**config.mk**
```make
export PLATFORM = sky130hd
export DESIGN_NAME = enc_32_pipe
export DESIGN_NICKNAME = d
export VERILOG_FILES = /design/src/rtl/ecc32_pkg.sv /design/src/rtl/hsiao32_parity.sv /design/src/rtl/enc_32_pipe.sv
export SDC_FILE = /design/constraint.sdc
export NUM_CORES = 1
export LEC_CHECK = 0
export BUFFER_PORTS_ARGS = -buffer_cell sky130_fd_sc_hd__clkbuf_2
export CORE_MARGIN = 3
export CORE_UTILIZATION = 35
export CTS_CLUSTER_DIAMETER = 200
export CTS_CLUSTER_SIZE = 40
export DETAILED_ROUTE_END_ITERATION = 16
export PLACE_DENSITY = 0.52
export SYNTH_ARGS = -nofsm -noshare
export SYNTH_HDL_FRONTEND = slang
export SYNTH_SLANG_ARGS = --single-unit
export TNS_END_PERCENT = 100
```
**constraint.sdc**
```tcl
create_clock -name CLK -period 3.4 [get_ports CLK]
set_input_delay 0.51 -clock CLK [delete_from_list [all_inputs] [get_ports CLK]]
set_output_delay 0.51 -clock CLK [all_outputs]
set_load 0.05 [all_outputs]
```
**src/rtl/ecc32_pkg.sv**
```systemverilog
// Shared Hsiao 39/32 SEC-DED constants: codeword geometry, check-row masks
// and the occupancy states of the encoder pipeline.
package ecc32_pkg;

    localparam int DATA_W  = 32;
    localparam int CHECK_W = 7;
    localparam int CODE_W  = 39;

    localparam logic [31:0] ROW_MASK_0 = 32'h2C02_21FF;
    localparam logic [31:0] ROW_MASK_1 = 32'h13E5_101F;
    localparam logic [31:0] ROW_MASK_2 = 32'hC06C_89E1;
    localparam logic [31:0] ROW_MASK_3 = 32'h7D9C_4422;
    localparam logic [31:0] ROW_MASK_4 = 32'hA2BB_C244;
    localparam logic [31:0] ROW_MASK_5 = 32'h8B50_3E88;
    localparam logic [31:0] ROW_MASK_6 = 32'h5403_FF10;

    // Element k of this packed array is the mask of check row k.
    localparam logic [CHECK_W-1:0][DATA_W-1:0] ROW_MASK = {
        ROW_MASK_6, ROW_MASK_5, ROW_MASK_4, ROW_MASK_3,
        ROW_MASK_2, ROW_MASK_1, ROW_MASK_0
    };

    typedef enum logic [1:0] {
        EMPTY = 2'd0,
        ONE   = 2'd1,
        FULL  = 2'd2
    } occ_state_t;

endpackage

```
**src/rtl/hsiao32_parity.sv**
```systemverilog
// Combinational Hsiao 39/32 check-bit generator: check[k] is the parity of
// the data bits selected by row mask k.
module hsiao32_parity
    import ecc32_pkg::*;
(
    input  logic [DATA_W-1:0]  data,
    output logic [CHECK_W-1:0] check
);

    for (genvar k = 0; k < CHECK_W; k++) begin : g_row
        assign check[k] = ^(data & ROW_MASK[k]);
    end

endmodule

```
**src/rtl/enc_32_pipe.sv**
```systemverilog
// Registered Hsiao 39/32 encoder with a two-entry skid buffer and a saturating
// output counter. Define ENC32_ERRINJ_EN to add the INJ error-injection port.
module enc_32_pipe
    import ecc32_pkg::*;
#(
    parameter int CNT_W = 16
) (
    input  logic              CLK,
    input  logic              RST,
    input  logic              IN_VLD,
    output logic              IN_RDY,
    input  logic [DATA_W-1:0] IN,
`ifdef ENC32_ERRINJ_EN
    input  logic [CODE_W-1:0] INJ,
`endif
    output logic              OUT_VLD,
    input  logic              OUT_RDY,
    output logic [CODE_W-1:0] OUT,
    output logic [CNT_W-1:0]  CNT
);

    occ_state_t          state;
    logic [CODE_W-1:0]   main_q;
    logic [CODE_W-1:0]   skid_q;
    logic [CHECK_W-1:0]  check;
    logic [CODE_W-1:0]   new_code;
    logic                in_xfer;
    logic                out_xfer;

    hsiao32_parity u_parity (
        .data  (IN),
        .check (check)
    );

`ifdef ENC32_ERRINJ_EN
    assign new_code = {check, IN} ^ INJ;
`else
    assign new_code = {check, IN};
`endif

    assign in_xfer  = IN_VLD & IN_RDY;
    assign out_xfer = OUT_VLD & OUT_RDY;
    assign OUT      = main_q;

    // IN_RDY and OUT_VLD are registered alongside the state so the upstream
    // ready never depends combinationally on OUT_RDY.
    always_ff @(posedge CLK) begin
        if (RST) begin
            state   <= EMPTY;
            OUT_VLD <= 1'b0;
            IN_RDY  <= 1'b1;
            main_q  <= '0;
            skid_q  <= '0;
            CNT     <= '0;
        end else begin
            case (state)
                EMPTY: begin
                    if (in_xfer) begin
                        main_q  <= new_code;
                        OUT_VLD <= 1'b1;
                        state   <= ONE;
                    end
                end
                ONE: begin
                    case ({in_xfer, out_xfer})
                        2'b10: begin
                            skid_q <= new_code;
                            IN_RDY <= 1'b0;
                            state  <= FULL;
                        end
                        2'b01: begin
                            OUT_VLD <= 1'b0;
                            state   <= EMPTY;
                        end
                        2'b11: main_q <= new_code;
                        default: ;
                    endcase
                end
                FULL: begin
                    if (out_xfer) begin
                        main_q <= skid_q;
                        IN_RDY <= 1'b1;
                        state  <= ONE;
                    end
                end
                default: begin
                    state   <= EMPTY;
                    OUT_VLD <= 1'b0;
                    IN_RDY  <= 1'b1;
                end
            endcase

            if (out_xfer && (CNT != {CNT_W{1'b1}})) begin
                CNT <= CNT + CNT_W'(1);
            end
        end
    end

endmodule

```
==> flow_metrics.tcl <==
set metrics [dict create \
    critPathRequiredTime_ns 3.64 \
    clock.fmax_ghz 0.4606 \
    cts_root_buffer "clkbuf_16" \
    crit_buf_inv 2 \
    drtIter0Drc 278 \
    ys_async_sr_fraction 0 \
    slew_violations 0 \
    layout.nets 666 \
    ir_worst_vdd_mv 0.2504 \
    critPathSlowestCell "dfxtp_1" \
    synth_area_um2 4671 \
    synth_compound_area_frac 0.1388 \
    numCtsBuffers 9 \
    mostFrequentLayoutCell "nand2_1" \
    multi_input_area_um2 2554 \
    die_w_um 121.5 \
    dpl_cell_area_um2 5259 \
    vias 3991 \
    area_delta_synth_final_pct 19.56 \
    cts.sinks 98 \
    overflow 0 \
    synthMuxAreaShare 0 \
    hold_buffers 0 \
    antenna_cells 0 \
    slowest_delay_ns 0.47 \
    post_drt_wl_per_cell_um 14.37 \
    start_util 0.3642 \
    fin_crit_sh 0.6386 \
    dr.pass1.iters 4 \
    setup_viol 0 \
    drcViolationCount 0 \
    postCtsSetupBuffers 0 \
    end_kind "flop" \
    yosys.area_share.adder 0.002679 \
    grt_max_degree 41 \
    finalHoldViolCount 0 \
    power_leakage_nw 2.282 \
    arrival_ns 2.41 \
    start_kind "flop" \
    grt_pass1_vias 3699 \
    synth_xor_area_frac 0.1736 \
    relSlewSlack 0.6549 \
    viasPerCell 4.952 \
    die_area_um2 14770 \
    rows 41 \
    cts.path.max_buffers 2 \
    yosys_most_used_dff "dfxtp_1" \
    rsz0062_at_grt "no" \
    port-buffer-count 92 \
    fill_cells 1303 \
    cpMostUsedCell "buf_4" \
    cap_violations 0 \
    timing.hold.ws_ns 0.4418 \
    crit_type "flop to flop" \
    final_area_um2 5584 \
    final-seq-area_um2 1962 \
    cts_tree "built" \
    synthCells 558 \
    yosysWarnings 0 \
    final_cell_mix "147 x nand2_1, 98 x dfxtp_1, 91 x clkbuf_2, 73 x nor2_1, 43 x a21oi_1" \
    antenna_left 0 \
    drive_above_1_share 0.1956 \
    syn_area_per_cell_um2 8.370 \
    place_hpwl_mm 7.977 \
    period_minus_slack_ns 2.171 \
    worstPathMaxFanout 35 \
    ys_seq_area_frac 0.4200 \
    gp_congestion 0.7535 \
    hold_path_class "input pin to flop" \
    core_um2 12820 \
    antenna_found_initial 0 \
    finalSetupTns_ns 0 \
    clkTransAtPathRegs_ns 0.07 \
    syn-num-nets 595 \
    synth_edf_count 0 \
    cts_resized 0 \
    cts_max_level 3 \
    synthSimpleGateAreaFrac 0.2282 \
    routed_wl_mm 11.58 \
    outcome "completed" \
    powerDensity_nw_per_um2 641.2 \
    worstPathCellList "a21boi_1 > o31ai_4 > buf_4 > buf_4 > nor2_1 > a311oi_1" \
    clk_latency_ns 0.34 \
    grt_pass1_wl_mm 18.81 \
    worst_slew_pin_slew_ns 0.5165 \
    synth_top_family_by_area "simple AND/OR/NAND/NOR gates" \
    path_delay_family "buffers and inverters" \
    io_pins 93 \
    grt_use_total 0.1605 \
    fin_worst_skew_ns 0.006243 \
    die_h_um 121.5 \
    synth.ff_latch_count 98 \
    ys_types 43 \
]
## registers in the layout (all words and copies together), names as in the netlist
register / flops
CNT: 16
IN_RDY: 1
OUT: 39
OUT_VLD: 1
skid_q: 39
state: 2
## cell type report
cell class / instances / share of cell area
clock buffers: 13 / 0.05019
clock inverters: 3 / 0.008066
inverters: 2 / 0.001344
multi-input cells: 418 / 0.4573
flip-flops and latches: 98 / 0.3513
well taps: 172 / 0.03854
repair buffers: 100 / 0.09321
## per-layer routing
| metal | global-route usage | wire, µm |
|---|---|---|
| met1 | 0.2152 | 5459 |
| met2 | 0.2587 | 5350 |
| met3 | 0.02704 | 581 |
| met4 | 0.06303 | 193 |
| met5 | 0 | 0 |
## power by group
| part | internal [mW] | switching, mW | leakage [nW] | total [mW] |
|---|---|---|---|---|
| Sequential | 1.28 | 0.0832 | 0.801 | 1.37 |
| Clock | 0.651 | 0.432 | 0.154 | 1.08 |
| Combinational | 0.387 | 0.746 | 1.33 | 1.13 |
## worst min-delay path: cells and delay by family
family,cells,cell delay [ns]
buffers and inverters,1,0.12
AND/OR/NAND/NOR,1,0.06
AO/OA/AOI/OAI,1,0.05
## cells in the mapped netlist, types with 2 or more instances
cell | count | area [µm²]
a211oi_1 | 2 | 15.01
a21oi_1 | 43 | 215.2
a311oi_1 | 33 | 289.0
a31oi_1 | 2 | 12.51
and4_1 | 3 | 26.28
buf_2 | 10 | 50.05
clkbuf_1 | 28 | 105.1
dfxtp_1 | 98 | 1962
inv_1 | 2 | 7.510
nand2_1 | 147 | 551.8
nand3_1 | 6 | 30.03
nand3b_1 | 3 | 22.52
nand4_1 | 4 | 25.02
nor2_1 | 73 | 274.0
nor3_1 | 6 | 30.03
nor3b_1 | 3 | 22.52
nor4_1 | 2 | 12.51
o2111ai_1 | 2 | 17.52
o21ai_0 | 5 | 25.02
o41ai_1 | 2 | 17.52
or2_2 | 2 | 12.51
xnor2_1 | 33 | 289.0
xnor3_1 | 14 | 315.3
xor2_1 | 16 | 140.1
## per-stage QoR
step	setup WS [ns]	power, mW	util	instances
4_1_cts	1.230	3.636	0.4354	806
3_3_place_gp	1.174	2.521	0.4100	790
5_1_grt	0.9915	3.774	0.4354	806
2_1_floorplan	1.382	2.270	-	558
3_5_place_dp	1.086	2.538	0.4100	790
6_report	1.229	3.580	0.4354	806
## cell families after synthesis
group / count (synthesis)
flip-flops: 98
buffers and inverters: 42
adder cells (fa/ha/maj): 1
AND/OR/NAND/NOR: 256
AO/OA/AOI/OAI: 95
XOR/XNOR: 66
## final timing paths
path                           start                       to  slack [ns]  cells past startpoint
max             OUT_VLD$_SDFFE_PP0P_     OUT[22]$_SDFFE_PP0P_        1.23                      6
min                            IN[9]   skid_q[9]$_SDFFE_PP0P_        0.44                      3
max reg2reg     OUT_VLD$_SDFFE_PP0P_     OUT[22]$_SDFFE_PP0P_        1.23                      6
min reg2reg  skid_q[28]$_SDFFE_PP0P_  skid_q[28]$_SDFFE_PP0P_        0.45                      2
Note: power is estimated with default switching activity, not from simulation.
